`src/rtl/acc_mem_responder.sv`:
```
// Single-port word memory responder for the accumulator CPU: accepts one read/write, waits LATENCY cycles, pulses rdy.
// Latency LATENCY+1 cycles to rdy; no new request is taken while busy, so one access per LATENCY+3 cycles.
// Optional per-word parity with error injection is built when ACC_MEM_PARITY_EN is defined.
module acc_mem_responder #(
    parameter int DATA_W  = 8,
    parameter int ADDR_W  = 5,
    parameter int LATENCY = 2
) (
    input  logic              clk,
    input  logic              rst,
    input  logic              mem_en,
    input  logic              mem_we,
    input  logic [ADDR_W-1:0] addr,
    input  logic [DATA_W-1:0] wdata,
    input  logic              par_inject,
    output logic [DATA_W-1:0] rdata,
    output logic              rdy,
    output logic              busy,
    output logic              err
);

    localparam int DEPTH = 2 ** ADDR_W;

    typedef enum logic [1:0] {
        IDLE,
        WAIT,
        RESP
    } state_t;

    state_t            state, state_nxt;
    logic [3:0]        cnt, cnt_nxt;
    logic              accept;
    logic              access;

    logic              we_q;
    logic [ADDR_W-1:0] addr_q;
    logic [DATA_W-1:0] wdata_q;
    logic [DATA_W-1:0] mem [DEPTH];

    always_comb begin
        state_nxt = state;
        cnt_nxt   = cnt;
        accept    = 1'b0;
        access    = 1'b0;
        case (state)
            IDLE: begin
                if (mem_en) begin
                    accept    = 1'b1;
                    cnt_nxt   = 4'(LATENCY);
                    state_nxt = WAIT;
                end
            end
            WAIT: begin
                if (cnt != 4'd0) begin
                    cnt_nxt = cnt - 4'd1;
                end else begin
                    access    = 1'b1;
                    state_nxt = RESP;
                end
            end
            RESP: begin
                state_nxt = IDLE;
            end
            default: begin
                state_nxt = IDLE;
            end
        endcase
    end

    always_ff @(posedge clk) begin
        if (rst) begin
            state <= IDLE;
            cnt   <= 4'd0;
        end else begin
            state <= state_nxt;
            cnt   <= cnt_nxt;
        end
    end

    // Request fields are sampled only on acceptance; later input changes are ignored.
    always_ff @(posedge clk) begin
        if (accept && !rst) begin
            we_q    <= mem_we;
            addr_q  <= addr;
            wdata_q <= wdata;
        end
    end

    // Storage is deliberately unreset so contents survive rst.
    always_ff @(posedge clk) begin
        if (access && we_q && !rst) begin
            mem[addr_q] <= wdata_q;
        end
    end

`ifdef ACC_MEM_PARITY_EN
    logic              inj_q;
    logic              par_mem [DEPTH];

    always_ff @(posedge clk) begin
        if (accept && !rst) begin
            inj_q <= par_inject;
        end
    end

    always_ff @(posedge clk) begin
        if (access && we_q && !rst) begin
            par_mem[addr_q] <= (^wdata_q) ^ inj_q;
        end
    end

    always_ff @(posedge clk) begin
        if (rst) begin
            err <= 1'b0;
        end else if (access) begin
            err <= we_q ? 1'b0 : ((^mem[addr_q]) != par_mem[addr_q]);
        end
    end
`else
    logic unused_par_inject;
    assign unused_par_inject = par_inject;

    always_ff @(posedge clk) begin
        err <= 1'b0;
    end
`endif

    always_ff @(posedge clk) begin
        if (rst) begin
            rdy   <= 1'b0;
            rdata <= '0;
        end else begin
            rdy <= access;
            if (access && !we_q) begin
                rdata <= mem[addr_q];
            end
        end
    end

    assign busy = (state != IDLE);

endmodule

```
`config.mk`:
```
export PLATFORM = sky130hd
export DESIGN_NAME = acc_mem_responder
export DESIGN_NICKNAME = d
export VERILOG_FILES = /design/src/rtl/acc_mem_responder.sv
export SDC_FILE = /design/constraint.sdc
export NUM_CORES = 1
export LEC_CHECK = 0
export ABC_AREA = 1
export BUFFER_PORTS_ARGS = -buffer_cell sky130_fd_sc_hd__buf_2
export CAP_MARGIN = 20
export CORE_UTILIZATION = 60
export DETAILED_ROUTE_END_ITERATION = 8
export PLACE_DENSITY = 0.77
export SLEW_MARGIN = 20
export SYNTH_ARGS = -nofsm -noshare
export SYNTH_HDL_FRONTEND = slang
export SYNTH_SLANG_ARGS = --single-unit
```
`constraint.sdc`:
```
create_clock -name clk -period 2.4 [get_ports clk]
set_input_delay 0.36 -clock clk [delete_from_list [all_inputs] [get_ports clk]]
set_output_delay 0.36 -clock clk [all_outputs]
set_load 0.03 [all_outputs]
```
After elaboration in Yosys (flattened, before gate mapping)
Memories as Yosys holds them, arrays and structs flattened. A register that Yosys moved wholly into a read port is not among the register bits. Index checks and enable logic that the tools add are counted.

Logic and storage cells: 36. Bits in registers: 21. RAM bits: 256. Input port bits: 18. Output and inout port bits: 11. Memories kept: 1.

Equality and inequality tests: 4. $add $sub $neg: 1. Muxes and demuxes: 12. Reductions and logical operators: 12.

Memories: mem (words 32, bits a word 8, rd ports 1, clocked after Yosys merged registers in 1, write ports 1, RTL line 38) `logic [DATA_W-1:0] mem [DEPTH];`.

Operators with widths (number): 2-to-1 mux 4 bit (2); case mux 4 bit (2 select lines) (1); 2-to-1 mux 1 bit (6); != test 2 bit (second input constant) (3); logical AND 1 bit (4); 2-to-1 mux 2 bit (2); case mux 2 bit (2 select lines) (1); nonzero test 2 bit (2); nonzero test 4 bit (1); subtractor 4 x 1 -> 4 bit (second input constant) (1); AND reduction 3 bit (1); equality test 2 x 1 -> 1 bit (second input constant) (1); zero test 1 bit (2); zero test 2 bit (1); AND reduction 2 bit (1).

Longest topological paths before layout
Gate-level depths: netlist of the first run.

Depth in word-level cells: 7. Gate-level depth with buffers: 14. Gate-level depth less buffers: 11.

Least setup slack after synthesis of the first run
No wires, ideal clock.

Kind: flip-flop to flip-flop. Start point: register cnt[0]. End point: memory mem[0][0], enable pin. Buffers on the path: 0. Arrival time: 1.630 ns. Stages on the path, launching flop included: 7. Data required time: 2.030 ns. Library setup time: 0.370 ns. Path slack: 0.400 ns. Clock period less this slack: 2.000 ns. Path through: dfxtp_1 -> inv_1 -> ha_1 -> nand4_2 -> nor3b_2 -> nand3_1 -> nor2_1.

Longest elaborated chain between the ends: 7.

RTL lines: start, declared (RTL line 31) `logic [3:0] cnt, cnt_nxt;`; start signal, assigned (RTL line 76) `cnt <= cnt_nxt;`; nonzero test 4 bit (RTL line 54) `if (cnt != 4'd0) begin`; 2-to-1 mux 1 bit (RTL line 54); 2-to-1 mux 1 bit (RTL line 45) `case (state)`; logical AND 1 bit (2 in a row) (RTL line 91) `if (access && we_q && !rst) begin`; 2-to-1 mux 1 bit (RTL line 91); 2-to-1 mux 1 bit (implied by the code) (RTL line 92) `mem[addr_q] <= wdata_q;`; end, declared (RTL line 38).

No other way between the ends.

Final worst setup path of the first run
Start point: register cnt[0]. End point: memory mem[26][7], enable pin.

The elaborated chain is that of the path after synthesis.

==> out/metrics.cfg, run 1 <==
[worst_setup_path]
slowest_delay_ps=400
crit_slowest_cell=nand2_1
endpoint_kind=register
critical_path.top_delay_family=simple AND/OR/NAND/NOR gates
setup.worst_path.start_class=register
path_class=register to register
path_cells=inv_1 -> ha_1 -> nand4_2 -> nor3b_2 -> nand2_1 -> nor2_1 -> buf_4
arrival_ps=2520
critPathMaxFanout=8
worst-path-buf-inv=2
required_ps=2650

[grt]
overflow=0
grt_usage=0.263
grt_pass1_vias=7572
grt_antenna_before_repair=0
grt_max_degree=95
grt_pass1_wl_mm=39.5

[finish]
area_delta_synth_final_pct=14.6
multi_input_area_sq_um=3010
fin_util=0.711
antennaDiodeCount=0
seq_area_sq_um=8410
fill_cells=1356
nets=1211
drive_gt1_frac=0.120

[logic_synthesis]
synth_top_cell_by_area=edfxtp_1
synth-edff-count=270
syn_inst=1113
synth.top_cells.by_area=edfxtp_1, nand2_1, dfxtp_1
async_flop_share=0
yosysUniqueCellTypes=28
ys_seq_area_frac=0.712
syn-num-nets=1132
yosys_register_bits=285
synth.cell_area_sq_um=11800
ys_warn_count=0
yosysTopAreaCellShare=0.687
synth_top_flop_cell=edfxtp_1
avgSynthCellArea_sq_um=10.6

[placement]
place_ws_ps=181
hpwl_mm=15.3
io_buffers=26
place_congestion=0.828

[routing]
drc=0
vias=7856
ant_nets=0
drt_wl_total_mm=25.8
drt-initial-drc-count=798
dr.pass1.iters=5
wl_per_cell_um=17.5
avgViaCountPerCell=5.33

[sta]
tns_ps=0
fmax_ghz=0.440
setup_viol=0
skew_ps=12.5
period_needed_ps=2270
setup_ws_ps=128
relSlewSlack=0.491
report.final.hold_viol_count=0
tightestPinTransition_ps=764
slew_violations=0
whs_ps=12.2
final.period_utilization=0.947
rsz0062_at_grt=no

[min_path]
min_path_type=input pin to register

[job]
max_cap_violations=0

[cts]
cts_sinks=285
cts_root_buf=clkbuf_16
cts_tree=built
clk_latency_ps=540
htree_levels=1
cts_buffer_depth=3
cts_resized=0
path_clk_slew_ps=70
cts_buffers=28

[power_and_ir_drop]
ir_worst_vdd_uv=740
powerDensity_nw_per_um2=766
leakage_nw=5.56

[die]
io_pins=29
chipWidth_um=142
rows=50
core_sq_um=19000
die_height_um=142
fp.dieArea_sq_um=20200
start_util=0.621

[outcome]
outcome=finished clean

registers in the layout, indices dropped and copies added (netlist names):
name / cells
addr_q: 5
mem: 256
rdata: 8
rdy: 1
state: 2
cnt: 4
wdata_q: 8
we_q: 1
path summary, 6_finish.rpt:
check / depth (start not counted) / end / from / slack (ps)
hold reg to reg: 2 / cnt[0]$_SDFFE_PP0P_ / cnt[0]$_SDFFE_PP0P_ / 480
hold / removal: 1 / wdata_q[2]$_DFFE_PP_ / wdata[2] / 10
setup reg to reg: 7 / mem[26][7]$_DFFE_PP_ / cnt[0]$_SDFFE_PP0P_ / 130
setup / recovery: 7 / mem[26][7]$_DFFE_PP_ / cnt[0]$_SDFFE_PP0P_ / 130
final cells by class:
cell class	count	area share
flip-flops and latches	285	0.621
multi-input cells	746	0.222
repair buffers	95	0.0564
clock buffers	34	0.0550
well taps	260	0.0240
clock inverters	18	0.0107
inverters	36	0.0101
synthesized netlist by cell type (5+ instances only):
master    instances
buf_1             7
o21a_1            7
nor2_1           55
buf_2            22
inv_1            30
nand3_1          49
dfxtp_1          15
buf_4            13
nor3_2            8
inv_2             5
nand2_1         608
edfxtp_1        270
metrics by stage:
step / instances / area (sq um) / power [mW]
after floorplan: 1113 / 11800 / 6.05
after global placement: 1409 / 12500 / 6.24
after detailed placement: 1410 / 12500 / 6.26
after CTS: 1470 / 13500 / 10.4
after global routing: 1474 / 13500 / 10.7
final: 1474 / 13500 / 10.4
kinds of logic after synthesis:
logic type,after synthesis,synth area share
compound gates,14,0.00763
xor+xnor,1,0.000742
fa+ha+maj,1,0.00106
buf+inv,82,0.0332
flops,285,0.712
other cells,1,0.000318
simple gates,729,0.245
layer usage:
metal	track usage	wire, um	vias up
met3	0.0400	2050	40
met4	0.0821	539	0
met1	0.349	10300	3689
met2	0.450	13000	321
li1	-	-	3806
met5	0	0	-
where the power goes:
part / total [mW] / internal, mW / switching (mW)
Combinational: 0.655 / 0.196 / 0.459
Sequential: 5.54 / 5.48 / 0.0541
Clock: 4.17 / 2.42 / 1.75
Total: 10.4 / 8.10 / 2.26
cells in the final DEF (no fill, tap or decap), types with 2 or more instances in the layout:
cell,n
bufinv_16,2
o21ai_1,2
a21oi_1,3
clkinv_1,6
inv_2,4
buf_4,53
dfxtp_1,15
buf_12,3
o21a_1,7
nand4_1,3
buf_16,2
clkinv_2,8
clkbuf_16,29
edfxtp_1,270
nor2_1,55
buf_8,2
nand3_1,49
inv_1,30
nand2_1,608
nor2_4,2
clkinvlp_4,3
buf_2,26
nor3_2,8
clkbuf_1,5
dlygate4sd3_1,9
timing repair:
| action | CTS | global route |
|---|---|---|
| hold buffers | 8 | 1 |
| buffers inserted | 0 | 0 |
| endpoints found under the hold margin | 8 | 1 |
Note: power is estimated with default switching activity, not from simulation.
==> run 2: changes to the inputs <==
--- a/config.mk
+++ b/config.mk
@@ -8,9 +8,9 @@
 export ABC_AREA = 1
 export BUFFER_PORTS_ARGS = -buffer_cell sky130_fd_sc_hd__buf_2
 export CAP_MARGIN = 20
-export CORE_UTILIZATION = 60
+export CORE_UTILIZATION = 62
 export DETAILED_ROUTE_END_ITERATION = 8
-export PLACE_DENSITY = 0.77
+export PLACE_DENSITY = 0.79
 export SLEW_MARGIN = 20
 export SYNTH_ARGS = -nofsm -noshare
 export SYNTH_HDL_FRONTEND = slang
==> out/metrics.cfg, run 2 (synthesized netlist as in run 1, its figures left out) <==
[worst_setup_path]
endpoint_kind=register
required_ps=2640
cp_common_cell=buf_4
critical_path.top_delay_family=simple AND/OR/NAND/NOR gates
path_class=register to register
path_cells=inv_1 -> ha_1 -> nand4_2 -> nor3b_4 -> nand3_1 -> buf_4 -> nor2_1 -> buf_4
crit_slowest_cell=nor3b_4
worst-path-buf-inv=3
critPathMaxFanout=8
arrival_ps=2510
setup.worst_path.start_class=register
slowest_delay_ps=320

[finish]
largestRegisters=mem (256), rdata (8), wdata_q (8)
area_delta_synth_final_pct=14.2
nets=1221
layout_common_cells=nand2_1, edfxtp_1, buf_4, nor2_1, nand3_1
drive_gt1_frac=0.122
largest_register_ffs=256
largest-register=mem
fin_util=0.721
fill_cells=1244
final_common_cell=nand2_1
antennaDiodeCount=0

[routing]
avgViaCountPerCell=5.46
drt_wl_total_mm=25.9
dr.pass1.iters=5
drt-initial-drc-count=679
vias=7938
ant_nets=0
wl_per_cell_um=17.8
drc=0

[power_and_ir_drop]
p_comb_frac=0.066
power_switching_mw=2.23
clock_power_share=0.393
powerDensity_nw_per_um2=758
leakage_nw=5.57
p_int_mw=7.98
ir_worst_vdd_uv=738
swShare=0.219
seqPwrFrac=0.540

[cts]
post_cts_buffers=0
clk_latency_ps=540
cts_sinks=285
cts_buffer_depth=3
cts_tree=built
htree_levels=1
cts_root_buf=clkbuf_16
path_clk_slew_ps=60
cts_buffers=28

[die]
die_height_um=140
fp.dieArea_sq_um=19600
start_util=0.631
rows=50
io_pins=29
chipWidth_um=140
core_sq_um=18700

[grt]
grt_antenna_before_repair=0
grt_pass1_vias=7602
grt_pass1_wl_mm=40.4
grt_max_degree=78
overflow=0
grt_usage=0.275

[sta]
tightestPinTransition_ps=607
skew_ps=10.2
relSlewSlack=0.595
slew_violations=0
setup_viol=0
report.final.hold_viol_count=0
fmax_ghz=0.440
whs_ps=7.33
final.period_utilization=0.946
period_needed_ps=2270

[placement]
place_congestion=0.878
io_buffers=26
hpwl_mm=15.3

[job]
max_cap_violations=0

[outcome]
outcome=finished clean

[min_path]
min_path_type=input pin to register

[run 2: changes by cell type in the layout (fill, tap and decap cells not counted), sizes merged]
| cell | change |
|---|---|
| buf | +8 |
| clkbuf | +3 |
| clkinv | -3 |
| clkinvlp | -2 |
| dlygate4sd3 | +2 |
| bufinv | -1 |
[run 2: area by class of cell]
cell class	count	area, sq um	area share
Sequential cell	285	8410	0.624
Timing Repair Buffer	105	796	0.0590
Clock inverter	12	82.6	0.00612
Inverter	36	136	0.0101
Clock buffer	37	756	0.0560
Tap cell	234	293	0.0217
Multi-Input combinational cell	746	3010	0.223
[run 2: worst reg2reg max path: stages (launching register included)]
cell and delay (ps):
dfxtp_1 300, inv_1 90, ha_1 230, nand4_2 230
nor3b_4 320, nand3_1 260, buf_4 250, nor2_1 110
buf_4 190
[run 2: worst paths after layout]
path	from	end	slack [ps]	depth (start not counted)
worst min register to register	cnt[0]$_SDFFE_PP0P_	cnt[0]$_SDFFE_PP0P_	480	2
worst min-delay path	wdata[5]	wdata_q[5]$_DFFE_PP_	7	1
worst max-delay path	cnt[1]$_SDFFE_PP0P_	mem[7][4]$_DFFE_PP_	130	8
worst max register to register	cnt[1]$_SDFFE_PP0P_	mem[7][4]$_DFFE_PP_	130	8
[run 2: through the flow]
| stage | TNS, ps | power (mW) | setup WS (ps) | area, sq um | cells |
|---|---|---|---|---|---|
| after floorplan | 0 | 6.05 | 400 | 11800 | 1113 |
| after global placement | 0 | 6.25 | 227 | 12500 | 1394 |
| after detailed placement | 0 | 6.27 | 138 | 12500 | 1394 |
| after CTS | 0 | 10.2 | 106 | 13500 | 1453 |
| after global routing | -313 | 10.5 | -28.6 | 13500 | 1455 |
| final | 0 | 10.2 | 130 | 13500 | 1455 |
[run 2: what timing repair did]
| item | 4_1_cts | 5_1_grt |
|---|---|---|
| setup endpoints to repair | 0 | 42 |
| hold endpoints to repair | 10 | 1 |
| resized for setup | 0 | 1 |
| hold buffers | 10 | 1 |
[run 2: power by group through the flow]
stage / Combinational, mW / Sequential (mW) / Clock, mW
floorplan: 0.389 / 5.66 / 0
global placement: 0.622 / 5.63 / 0
detailed placement: 0.638 / 5.63 / 0
CTS: 0.659 / 5.52 / 4.06
global route: 0.744 / 5.52 / 4.24
finish: 0.679 / 5.52 / 4.02
[run 2: metal layers]
layer | share of wire | vias to the layer above | GRT usage
li1 | - | 3825 | -
met1 | 0.39 | 3645 | 0.380
met2 | 0.48 | 394 | 0.442
met3 | 0.093 | 74 | 0.0451
met4 | 0.034 | 0 | 0.109
met5 | 0 | - | 0
